[src/rtl/pkt_pkg.sv]
// rtl/pkt_pkg.sv - shared FSM state and packet field positions for packet_union_fifo
package pkt_pkg;

  // Two-state control: normal operation and a single-cycle flush.
  typedef enum logic {
    RUN   = 1'b0,
    FLUSH = 1'b1
  } state_t;

  // Field positions inside a raw bus word; the address occupies the top ADDR_W bits.
  localparam int VALID_BIT = 0;
  localparam int DATA_LSB  = 1;

endpackage

[src/rtl/pkt_fifo_mem.sv]
// rtl/pkt_fifo_mem.sv - DEPTH x W packet storage, one write port, asynchronous read port
module pkt_fifo_mem #(
  parameter int DEPTH = 4,
  parameter int W     = 16,
  localparam int AW   = $clog2(DEPTH)
) (
  input  logic          clk,
  input  logic          we,
  input  logic [AW-1:0] waddr,
  input  logic [W-1:0]  wdata,
  input  logic [AW-1:0] raddr,
  output logic [W-1:0]  rdata
);

  // Contents are qualified by the controller's level, so the array needs no reset.
  logic [W-1:0] mem [DEPTH];

  // Write the incoming packet at the write pointer.
  always_ff @(posedge clk) begin
    if (we) begin
      mem[waddr] <= wdata;
    end
  end

  assign rdata = mem[raddr];

endmodule

[src/rtl/packet_union_fifo.sv]
// rtl/packet_union_fifo.sv - packet view of bus words with drop filtering and FWFT buffering; optional PKT_ADDR_FILTER_EN
module packet_union_fifo
  import pkt_pkg::*;
#(
  parameter int ADDR_W = 8,
  parameter int DATA_W = 8,
  parameter int DEPTH  = 4,
  parameter int CNT_W  = 8
) (
  input  logic                       clk,
  input  logic                       rst,
  input  logic                       flush,
  input  logic                       in_valid,
  output logic                       in_ready,
  input  logic [ADDR_W+DATA_W:0]     in_word,
  output logic                       out_valid,
  input  logic                       out_ready,
  output logic [ADDR_W-1:0]          out_addr,
  output logic [DATA_W-1:0]          out_data,
  output logic [$clog2(DEPTH):0]     level,
  output logic [CNT_W-1:0]           drop_cnt
`ifdef PKT_ADDR_FILTER_EN
  ,
  input  logic [ADDR_W-1:0]          cfg_addr,
  input  logic [ADDR_W-1:0]          cfg_mask
`endif
);

  localparam int PTR_W = $clog2(DEPTH);
  localparam int LVL_W = PTR_W + 1;
  localparam int ENT_W = ADDR_W + DATA_W;

  // Field-level overlay of the raw producer word.
  typedef struct packed {
    logic [ADDR_W-1:0] addr;
    logic [DATA_W-1:0] data;
    logic              valid;
  } pkt_t;

  typedef struct packed {
    logic [ADDR_W-1:0] addr;
    logic [DATA_W-1:0] data;
  } entry_t;

  pkt_t             in_pkt;
  entry_t           head;
  logic [ENT_W-1:0] rd_word;
  state_t           state;
  logic [PTR_W-1:0] wr_ptr;
  logic [PTR_W-1:0] rd_ptr;
  logic             addr_ok;
  logic             push;
  logic             pop;
  logic             store;
  logic             drop;

  assign in_pkt = in_word;

`ifdef PKT_ADDR_FILTER_EN
  assign addr_ok = ((in_pkt.addr ^ cfg_addr) & cfg_mask) == '0;
`else
  assign addr_ok = 1'b1;
`endif

  // Full is judged from level so a pop in the same cycle never frees a slot early.
  assign in_ready  = !rst && (state == RUN) && (level < LVL_W'(DEPTH));
  assign out_valid = (state == RUN) && (level != '0);

  // A flush request blocks both handshakes in the cycle it is seen.
  assign push  = in_valid && in_ready && !flush;
  assign pop   = out_valid && out_ready && !flush;
  assign store = push && in_pkt.valid && addr_ok;
  assign drop  = push && !store;

  pkt_fifo_mem #(
    .DEPTH (DEPTH),
    .W     (ENT_W)
  ) u_mem (
    .clk   (clk),
    .we    (store),
    .waddr (wr_ptr),
    .wdata ({in_pkt.addr, in_pkt.data}),
    .raddr (rd_ptr),
    .rdata (rd_word)
  );

  assign head     = rd_word;
  assign out_addr = out_valid ? head.addr : '0;
  assign out_data = out_valid ? head.data : '0;

  // Control FSM, queue pointers, occupancy and saturating drop counter.
  always_ff @(posedge clk or posedge rst) begin
    if (rst) begin
      state    <= RUN;
      wr_ptr   <= '0;
      rd_ptr   <= '0;
      level    <= '0;
      drop_cnt <= '0;
    end else begin
      case (state)
        RUN: begin
          if (flush) begin
            state    <= FLUSH;
            wr_ptr   <= '0;
            rd_ptr   <= '0;
            level    <= '0;
            drop_cnt <= '0;
          end else begin
            if (store) begin
              wr_ptr <= wr_ptr + 1'b1;
            end
            if (pop) begin
              rd_ptr <= rd_ptr + 1'b1;
            end
            if (store && !pop) begin
              level <= level + 1'b1;
            end else if (pop && !store) begin
              level <= level - 1'b1;
            end
            if (drop && (drop_cnt != '1)) begin
              drop_cnt <= drop_cnt + 1'b1;
            end
          end
        end
        FLUSH: begin
          state    <= RUN;
          wr_ptr   <= '0;
          rd_ptr   <= '0;
          level    <= '0;
          drop_cnt <= '0;
        end
        default: state <= RUN;
      endcase
    end
  end

endmodule

[config.mk]
export PLATFORM = sky130hd
export DESIGN_NAME = packet_union_fifo
export DESIGN_NICKNAME = d
export VERILOG_FILES = /design/src/rtl/pkt_pkg.sv /design/src/rtl/pkt_fifo_mem.sv /design/src/rtl/packet_union_fifo.sv
export SDC_FILE = /design/constraint.sdc
export NUM_CORES = 1
export LEC_CHECK = 0
export CAP_MARGIN = 20
export CORE_UTILIZATION = 53
export DETAILED_ROUTE_END_ITERATION = 12
export PLACE_DENSITY = 0.79
export SLEW_MARGIN = 20
export SYNTH_ARGS = -nofsm -noshare
export SYNTH_HDL_FRONTEND = slang
export SYNTH_SLANG_ARGS = --single-unit
[constraint.sdc]
create_clock -name clk -period 3.2 [get_ports clk]
set_input_delay 0.32 -clock clk [delete_from_list [all_inputs] [get_ports clk]]
set_output_delay 0.32 -clock clk [all_outputs]
set_load 0.01 [all_outputs]
==> results of run 1 <==
per-layer routing:
metal,GRT usage,part of all wire,up-vias
met5,0,0,-
met4,0.0737,0.011,0
met3,0.0333,0.048,7
met2,0.313,0.50,50
met1,0.237,0.44,893
li1,-,-,864
worst max path at each step:
| stage | startpoint | to | slack (ps) | depth (start not counted) |
|---|---|---|---|---|
| 2_1_floorplan | level[2] | level[2] | 930 | 8 |
| 3_3_place_gp | flush | level[2] | 570 | 8 |
| 3_5_place_dp | flush | level[2] | 550 | 8 |
| 4_1_cts | level[2] | out_addr[6] | 360 | 4 |
| 5_1_grt | level[2] | out_addr[4] | 200 | 4 |
| 6_report | level[2] | out_addr[6] | 430 | 4 |
power by group:
part           total, mW  switching [mW]  internal [mW]  leakage [nW]
Clock              0.770           0.333          0.437         0.103
Sequential          1.13         0.00501           1.13         0.798
Combinational      0.104          0.0475         0.0565         0.553
Total               2.01           0.386           1.62          1.45
cells in the mapped netlist (all sizes together):
cell type,number
nand2,3
mux2i,5
nor3,4
fa,1
o21ai,4
nand3,1
buf,5
nor2,14
nor2b,1
xnor2,4
o2111a,1
nor4b,2
xor2,3
edfxtp,64
and3,2
clkbuf,2
o211ai,1
nand4,4
dfrtp,16
nand2b,3
a21oi,4
mux4,16
ha,6
or2,1
inv,6
and2,20
nor4,1
or3,2
registers in the layout, indices dropped and copies added (netlist names):
signal	flops
u_mem.mem	64
state	1
drop_cnt	8
rd_ptr	2
wr_ptr	2
level	3
cell families after synthesis:
group           count (synthesis)  share of synthesized area
mux                            21                      0.122
buf+inv                        13                     0.0175
xor+xnor                        7                     0.0182
compound gates                 10                     0.0190
fa+ha+maj                       7                     0.0283
flops                          80                      0.691
simple gates                   58                      0.104
critical path: stages, from the launching register on:
cell and delay (ps):
dfrtp_1 530, nor3_1 130, nor2_1 660, and2_1 250
clkdlybuf4s50_1 550
per-stage QoR:
stage,hold WS [ps],instance area [um^2]
after global placement,510,3970
after floorplan,234,3360
final,544,4170
after detailed placement,535,3970
after CTS,545,4170
after global routing,571,4170
final cells by class:
cell class              instances  share of cell area
flip-flops and latches         80               0.556
inverters                       6             0.00540
repair buffers                 56               0.131
clock inverters                 5              0.0195
multi-input cells             103               0.235
well taps                      75              0.0225
clock buffers                  10              0.0306
==> qor.csv, run 1 <==
metric;value;unit
Netlist cell types;32;
clk_lat worst skew;340;ps
Clock Sinks;80;
syn_nets;225;
post-synth top area share;0.572;
peak supply drop;287;uV
Req. time, crit path;2880;ps
crit path max fanout;17;
Clock Tree Buf Depth;2;
DP Worst Slack;551;ps
vias in the first global route;1774;
Worst R2R Path Depth;8;
Final Core Density;0.693;
worst setup margin;425;ps
Port Buffer Count;50;
Arr. time, crit path;2450;ps
sequential area share after synthesis;0.691;
Setup Buffers After CTS;0;
pin count of the biggest net entering global routing;18;
CTS tree;built;
final antenna-violating net count;0;
Hold Path Stages;1;
Die Ht;81.6;um
slew margin rel.;0.438;
GRT overflow;0;
Hold Crit Start;state;
final WL;5540;um
Multi-input gate area;981;um^2
Syn Area/Cell;17.2;um^2
Synth Register Bits;80;
die width;81.6;um
layout cells sized above 1;0.154;
ranking of synthesized cells by area;edfxtp_1, dfrtp_1, mux4_2, and2_1, ha_1;
final cell count without fillers;335;
GRT Util Overall;0.185;
initial antenna violation count;0;
fmax;360;MHz
Layout fillers;416;
Crit Path Class;register to output port;
status;complete, no violations;
placer congestion estimate;0.745;
Max Cap Viol;0;
Layout area overhead;24.2;%
fin. max-slew vios;0;
hold-fix buffer count after cts;0;
DIE AREA;0.00667;mm^2
Final nets;285;
# resized after CTS;0;
Via Count;1814;
Lkg Pwr;1.45;nW
Fin. Hold Viols;0;
Vias/cell;5.41;
I/O pin cnt;51;
total power;2.01;mW
Hold EP;state;
Startpoint Class;register;
global-route wire length before repair;8680;um
min Tclk post-route;2770;ps
TritonCTS buffer count;9;
flop2flop setup slack;780;ps
yosys warns;0;
core area;0.00603;mm^2
Tightest Pin Transition;839;ps
Crit Reg-Reg Endpoint;level[2];
post-synth design cell area;0.00336;mm^2
# diodes;0;
initial core utilization;0.558;
leading area contributor after synthesis;edfxtp_1;
root buffer cell;clkbuf_8;
Routed WL per cell;16.5;um
htree depth;3;
Period Utilization, post-route;0.867;
setup TNS;0;ps
Pre-Repair DR Iteration Count;4;
Worst Clk Skew;9.42;ps
Mapped Cells;196;
Rows;28;
Worst Setup End Kind;output port;
HPWL Detailed;3650;um
FF-to-FF Start;level[2];
commonest non-fill, non-tap cell in the layout;edfxtp_1;
clock-pin slew on the worst setup and hold paths;80;ps
Worst Hold Class;register to register;
Power Density;481;mW/mm^2
Initial DRC Count;76;
Placed Instances;320;
most frequent cells in the layout;edfxtp_1, clkdlybuf4s50_1, and2_1;
unrepaired setup endpoints after global routing;no;
storage element area;0.00232;mm^2
Setup violations, final;0;
# DRC;0;
Note: power is estimated with default switching activity, not from simulation.
==> inputs of run 2 (changes only) <==
CTS_CLUSTER_SIZE = 16   (was not set)
GPL_TIMING_DRIVEN = 0   (was not set)
==> run 2 against run 1 <==
  * Total power shrank 2.3%
  * Global-route usage grew 0.99 points
  * Via count grew 1.8%
  * Wire length grew 3.4%
  * Clock skew shrank 3.0 ps
  * Clock power shrank 6.1%
  * Largest power group unchanged
==> qor.csv, run 2 (synthesis gave the netlist of run 1 again) <==
metric;value;unit
status;complete, no violations;
Layout area overhead;23.5;%
core area;0.00603;mm^2
Clock Sinks;80;
Lkg Pwr;1.44;nW
Startpoint Class;register;
Worst Hold Class;register to register;
max reg flops;64;
TritonCTS buffer count;9;
root buffer cell;clkbuf_8;
# diodes;0;
layout cells sized above 1;0.149;
Clock Tree Buf Depth;2;
Rows;28;
Setup Buffers After CTS;0;
Period Utilization, post-route;0.919;
vias in the first global route;1783;
Fin Hold WS;527;ps
final antenna-violating net count;0;
Via Count;1847;
Max Cap Viol;0;
# resized after CTS;0;
HPWL Detailed;3770;um
clk_lat worst skew;350;ps
fmax;340;MHz
Routed WL per cell;17.0;um
commonest non-fill, non-tap cell in the layout;edfxtp_1;
initial antenna violation count;0;
worst path cell trace;nor3_1 > nor2_1 > clkbuf_1 > and2_1 > clkdlybuf4s50_1;
Pre-Repair DR Iteration Count;4;
final WL;5730;um
Final nets;286;
die width;81.6;um
Tightest Pin Transition;858;ps
slowest stage cell, crit path;clkdlybuf4s50_1;
crit path max fanout;10;
Crit Path Class;register to output port;
initial core utilization;0.558;
delay-heaviest family, CP;buffers and inverters;
Bufs and invs on worst path;2;
min Tclk post-route;2940;ps
unrepaired setup endpoints after global routing;no;
clock-pin slew on the worst setup and hold paths;80;ps
Initial DRC Count;109;
most frequent cells in the layout;edfxtp_1, clkdlybuf4s50_1, and2_1;
Arr. time, crit path;2620;ps
Power Density;473;mW/mm^2
CTS tree;built;
placer congestion estimate;0.788;
DP Worst Slack;406;ps
# DRC;0;
Largest regs;u_mem.mem (64), drop_cnt (8), level (3);
CP max stage delay;540;ps
Setup violations, final;0;
Port Buffer Count;50;
Vias/cell;5.48;
Req. time, crit path;2880;ps
I/O pin cnt;51;
setup TNS;0;ps
worst setup margin;260;ps
Fin. Hold Viols;0;
pin count of the biggest net entering global routing;17;
GRT Util Overall;0.195;
Worst Clk Skew;6.43;ps
DIE AREA;0.00667;mm^2
fin. max-slew vios;0;
Worst Setup End Kind;output port;
GRT overflow;0;
global-route wire length before repair;8960;um
slew margin rel.;0.428;
htree depth;3;
Biggest register;u_mem.mem;
hold-fix buffer count after cts;0;
peak supply drop;253;uV
Die Ht;81.6;um
[run 2: per-stage QoR]
step / area (um^2) / cells / power [mW] / utilization
2_1_floorplan: 3360 / 196 / 1.20 / -
6_report: 4150 / 337 / 1.96 / 0.689
3_3_place_gp: 3960 / 321 / 1.26 / 0.657
3_5_place_dp: 3960 / 321 / 1.26 / 0.657
5_1_grt: 4150 / 337 / 2.03 / 0.689
4_1_cts: 4150 / 337 / 1.98 / 0.689
[run 2: path summary, 6_finish.rpt]
path	start	depth (start not counted)	slack, ps	end
min reg2reg	state	1	530	state
max reg2reg	level[2]	8	710	level[2]
max in group asynchronous	rst	2	2240	drop_cnt[6]
min in group asynchronous	rst	2	560	level[2]
max	level[2]	5	260	out_addr[6]
min	state	1	530	state
[run 2: where the power goes]
group          internal [mW]  total, mW  switching [mW]
combinational         0.0565      0.105          0.0489
clock                  0.360      0.723           0.363
sequential              1.13       1.13         0.00459
total                   1.55       1.96           0.416
[run 2: final cells by class]
| cell class | instances | area, um^2 |
|---|---|---|
| inverter | 6 | 22.5 |
| fill | 423 | 1870 |
| sequential | 80 | 2320 |
| clock buffer | 9 | 124 |
| multi-input combinational | 103 | 981 |
| clock inverter | 7 | 71.3 |
| buffer | 7 | 36.3 |
| tap | 75 | 93.8 |
| timing repair buffer | 50 | 500 |
[run 2: metal layers]
metal / vias to the layer above / global-route usage / share of wire
li1: 865 / - / -
met1: 917 / 0.263 / 0.46
met2: 56 / 0.302 / 0.48
met3: 9 / 0.0400 / 0.046
met4: 0 / 0.100 / 0.018
met5: - / 0 / 0
==> inputs of run 3 (changes only) <==
ABC_AREA = 1   (was not set)
CORE_UTILIZATION = 54   (was 53)
==> run 3 against run 2 <==
  * Largest cell class unchanged
  * Largest power group unchanged
  * Non-clock buffer count is 9 higher
  * Wire length is 29% higher
  * Highest routed layer unchanged
  * Sequential power hardly changed
  * Combinational power is 13% higher
==> qor.csv, run 3 <==
metric;value;unit
status;complete, no violations;
Power Density;453;mW/mm^2
Layout area overhead;24.2;%
crit path max fanout;10;
fmax;406;MHz
TritonCTS buffer count;9;
Critical path destination;out_data[4];
layout cells sized above 1;0.126;
Initial DRC Count;171;
Vias/cell;5.28;
max reg flops;64;
Setup violations, final;0;
Sw Ratio;0.226;
GRT overflow;0;
Crit Reg-Reg Endpoint;u_mem.mem[3][9];
Area after DPL;0.00423;mm^2
I/O pin cnt;51;
hold-fix buffer count after cts;0;
HPWL Detailed;4930;um
pin count of the biggest net entering global routing;17;
worst path cell trace;buf_4 > inv_2 > clkbuf_2 > o21ai_0 > a21oi_1 > clkdlybuf4s50_1;
Port Buffer Count;50;
Biggest register;u_mem.mem;
Netlist cell types;27;
# resized after CTS;0;
commonest non-fill, non-tap cell in the layout;nor2_1;
Fin. Hold Viols;0;
slowest stage cell, crit path;clkdlybuf4s50_1;
Final nets;430;
Final Core Density;0.698;
fin. max-slew vios;0;
Clock Sinks;80;
Clock Tree Buf Depth;2;
slew margin rel.;0.585;
placer congestion estimate;0.803;
CTS tree;built;
Via Count;2548;
Req. time, crit path;2880;ps
initial antenna violation count;0;
Synth async-reset ratio;0.200;
Placed Instances;467;
Pint;1.55;mW
initial core utilization;0.562;
final antenna-violating net count;0;
Rows;29;
Comb pwr share;0.059;
root buffer cell;clkbuf_8;
Largest regs;u_mem.mem (64), drop_cnt (8), level (3);
Clk pwr share;0.376;
die width;83.3;um
total power;2.01;mW
Worst Setup SP;rd_ptr[0];
Net Sw Power;454;uW
final cell count without fillers;483;
syn_nets;365;
Syn Area/Cell;10.6;um^2
Setup Buffers After CTS;0;
Fin Hold WS;435;ps
Crit Path Class;register to output port;
ys flop type;edfxtp_1;
Bufs and invs on worst path;4;
peak supply drop;341;uV
# DRC;0;
Worst Setup End Kind;output port;
Max Cap Viol;0;
count leader, synth;nor2_1;
DP Worst Slack;739;ps
instance count on the critical path;6;
unrepaired setup endpoints after global routing;no;
DIE AREA;0.00694;mm^2
final instance area;0.00443;mm^2
Worst R2R Path Depth;4;
Synth Register Bits;80;
setup TNS;0;ps
post-synth design cell area;0.00357;mm^2
Pre-Repair DR Iteration Count;4;
CP max stage delay;580;ps
sequential area share after synthesis;0.651;
yosys warns;0;
FF-to-FF Start;state;
GRT Util Overall;0.232;
leading area contributor after synthesis;edfxtp_1;
# diodes;0;
delay-heaviest family, CP;buffers and inverters;
Seq pwr share;0.565;
Worst Hold Class;primary input to asynchronous set/reset pin;
post-synth top area share;0.539;
core area;0.00635;mm^2
Arr. time, crit path;2140;ps
vias in the first global route;2607;
flop2flop setup slack;1160;ps
Routed WL per cell;15.4;um
Die Ht;83.3;um
worst setup margin;738;ps
global-route wire length before repair;12200;um
Lkg Pwr;1.73;nW
Post-synth EDFFs;64;
Tightest Pin Transition;622;ps
most frequent cells in the layout;nor2_1, edfxtp_1, clkdlybuf4s50_1;
final WL;7420;um
Worst Clk Skew;5.97;ps
ranking of synthesized cells by area;edfxtp_1, dfrtp_1, nor2_1, o21ai_0, nand2_1;
clk_lat worst skew;350;ps
commonest cells in the netlist;nor2_1, edfxtp_1, nand2_1;
min Tclk post-route;2460;ps
htree depth;3;
Startpoint Class;register;
Mapped Cells;336;
clock-pin slew on the worst setup and hold paths;90;ps
Period Utilization, post-route;0.770;
## run 3: power groups by stage
stage          clock network [mW]  registers (mW)  logic, mW
5_1_grt                     0.799            1.13      0.130
2_1_floorplan                   0            1.16     0.0496
3_5_place_dp                    0            1.16      0.120
3_3_place_gp                    0            1.16      0.115
4_1_cts                     0.763            1.13      0.120
6_report                    0.755            1.13      0.119
## run 3: cell type report
| class | instances | area [um^2] |
|---|---|---|
| sequential | 80 | 2320 |
| fill | 449 | 1920 |
| multi-input combinational | 215 | 1060 |
| timing repair buffer | 54 | 557 |
| clock buffer | 9 | 124 |
| inverter | 29 | 111 |
| tap | 77 | 96.3 |
| buffer | 12 | 88.8 |
| clock inverter | 7 | 77.6 |
## run 3: kinds of logic (layout without fill, tap and decap cells)
kind of cell             Yosys count  after routing  share of synthesized area
AO/OA/AOI/OAI                     55             55                     0.0782
adder cells (fa/ha/maj)            7              7                     0.0266
buffers and inverters             41            111                     0.0561
flip-flops                        80             80                      0.651
AND/OR/NAND/NOR                  151            151                      0.183
XOR/XNOR                           2              2                    0.00491
## run 3: worst min-delay path by stage
stage	end	startpoint	cells after the start	slack (ps)
final	state	rst	2	430
after global routing	state	rst	2	490
after CTS	state	rst	2	450
after detailed placement	state	state	1	540
after global placement	state	state	1	530
after floorplan	drop_cnt[0]	rst	1	230
## run 3: worst reg2reg max path, cell delays in order, from the launching register on
cell and delay, ps:
dfrtp_1 450, nor2_4 180, nand4_1 340, nor2_2 560, buf_6 230
## run 3: routing by layer
layer,GRT usage,up-vias,share of wire
met5,0,-,0
met4,0.119,0,0.025
met3,0.0447,19,0.045
met2,0.393,68,0.51
met1,0.283,1193,0.42
li1,-,1268,-
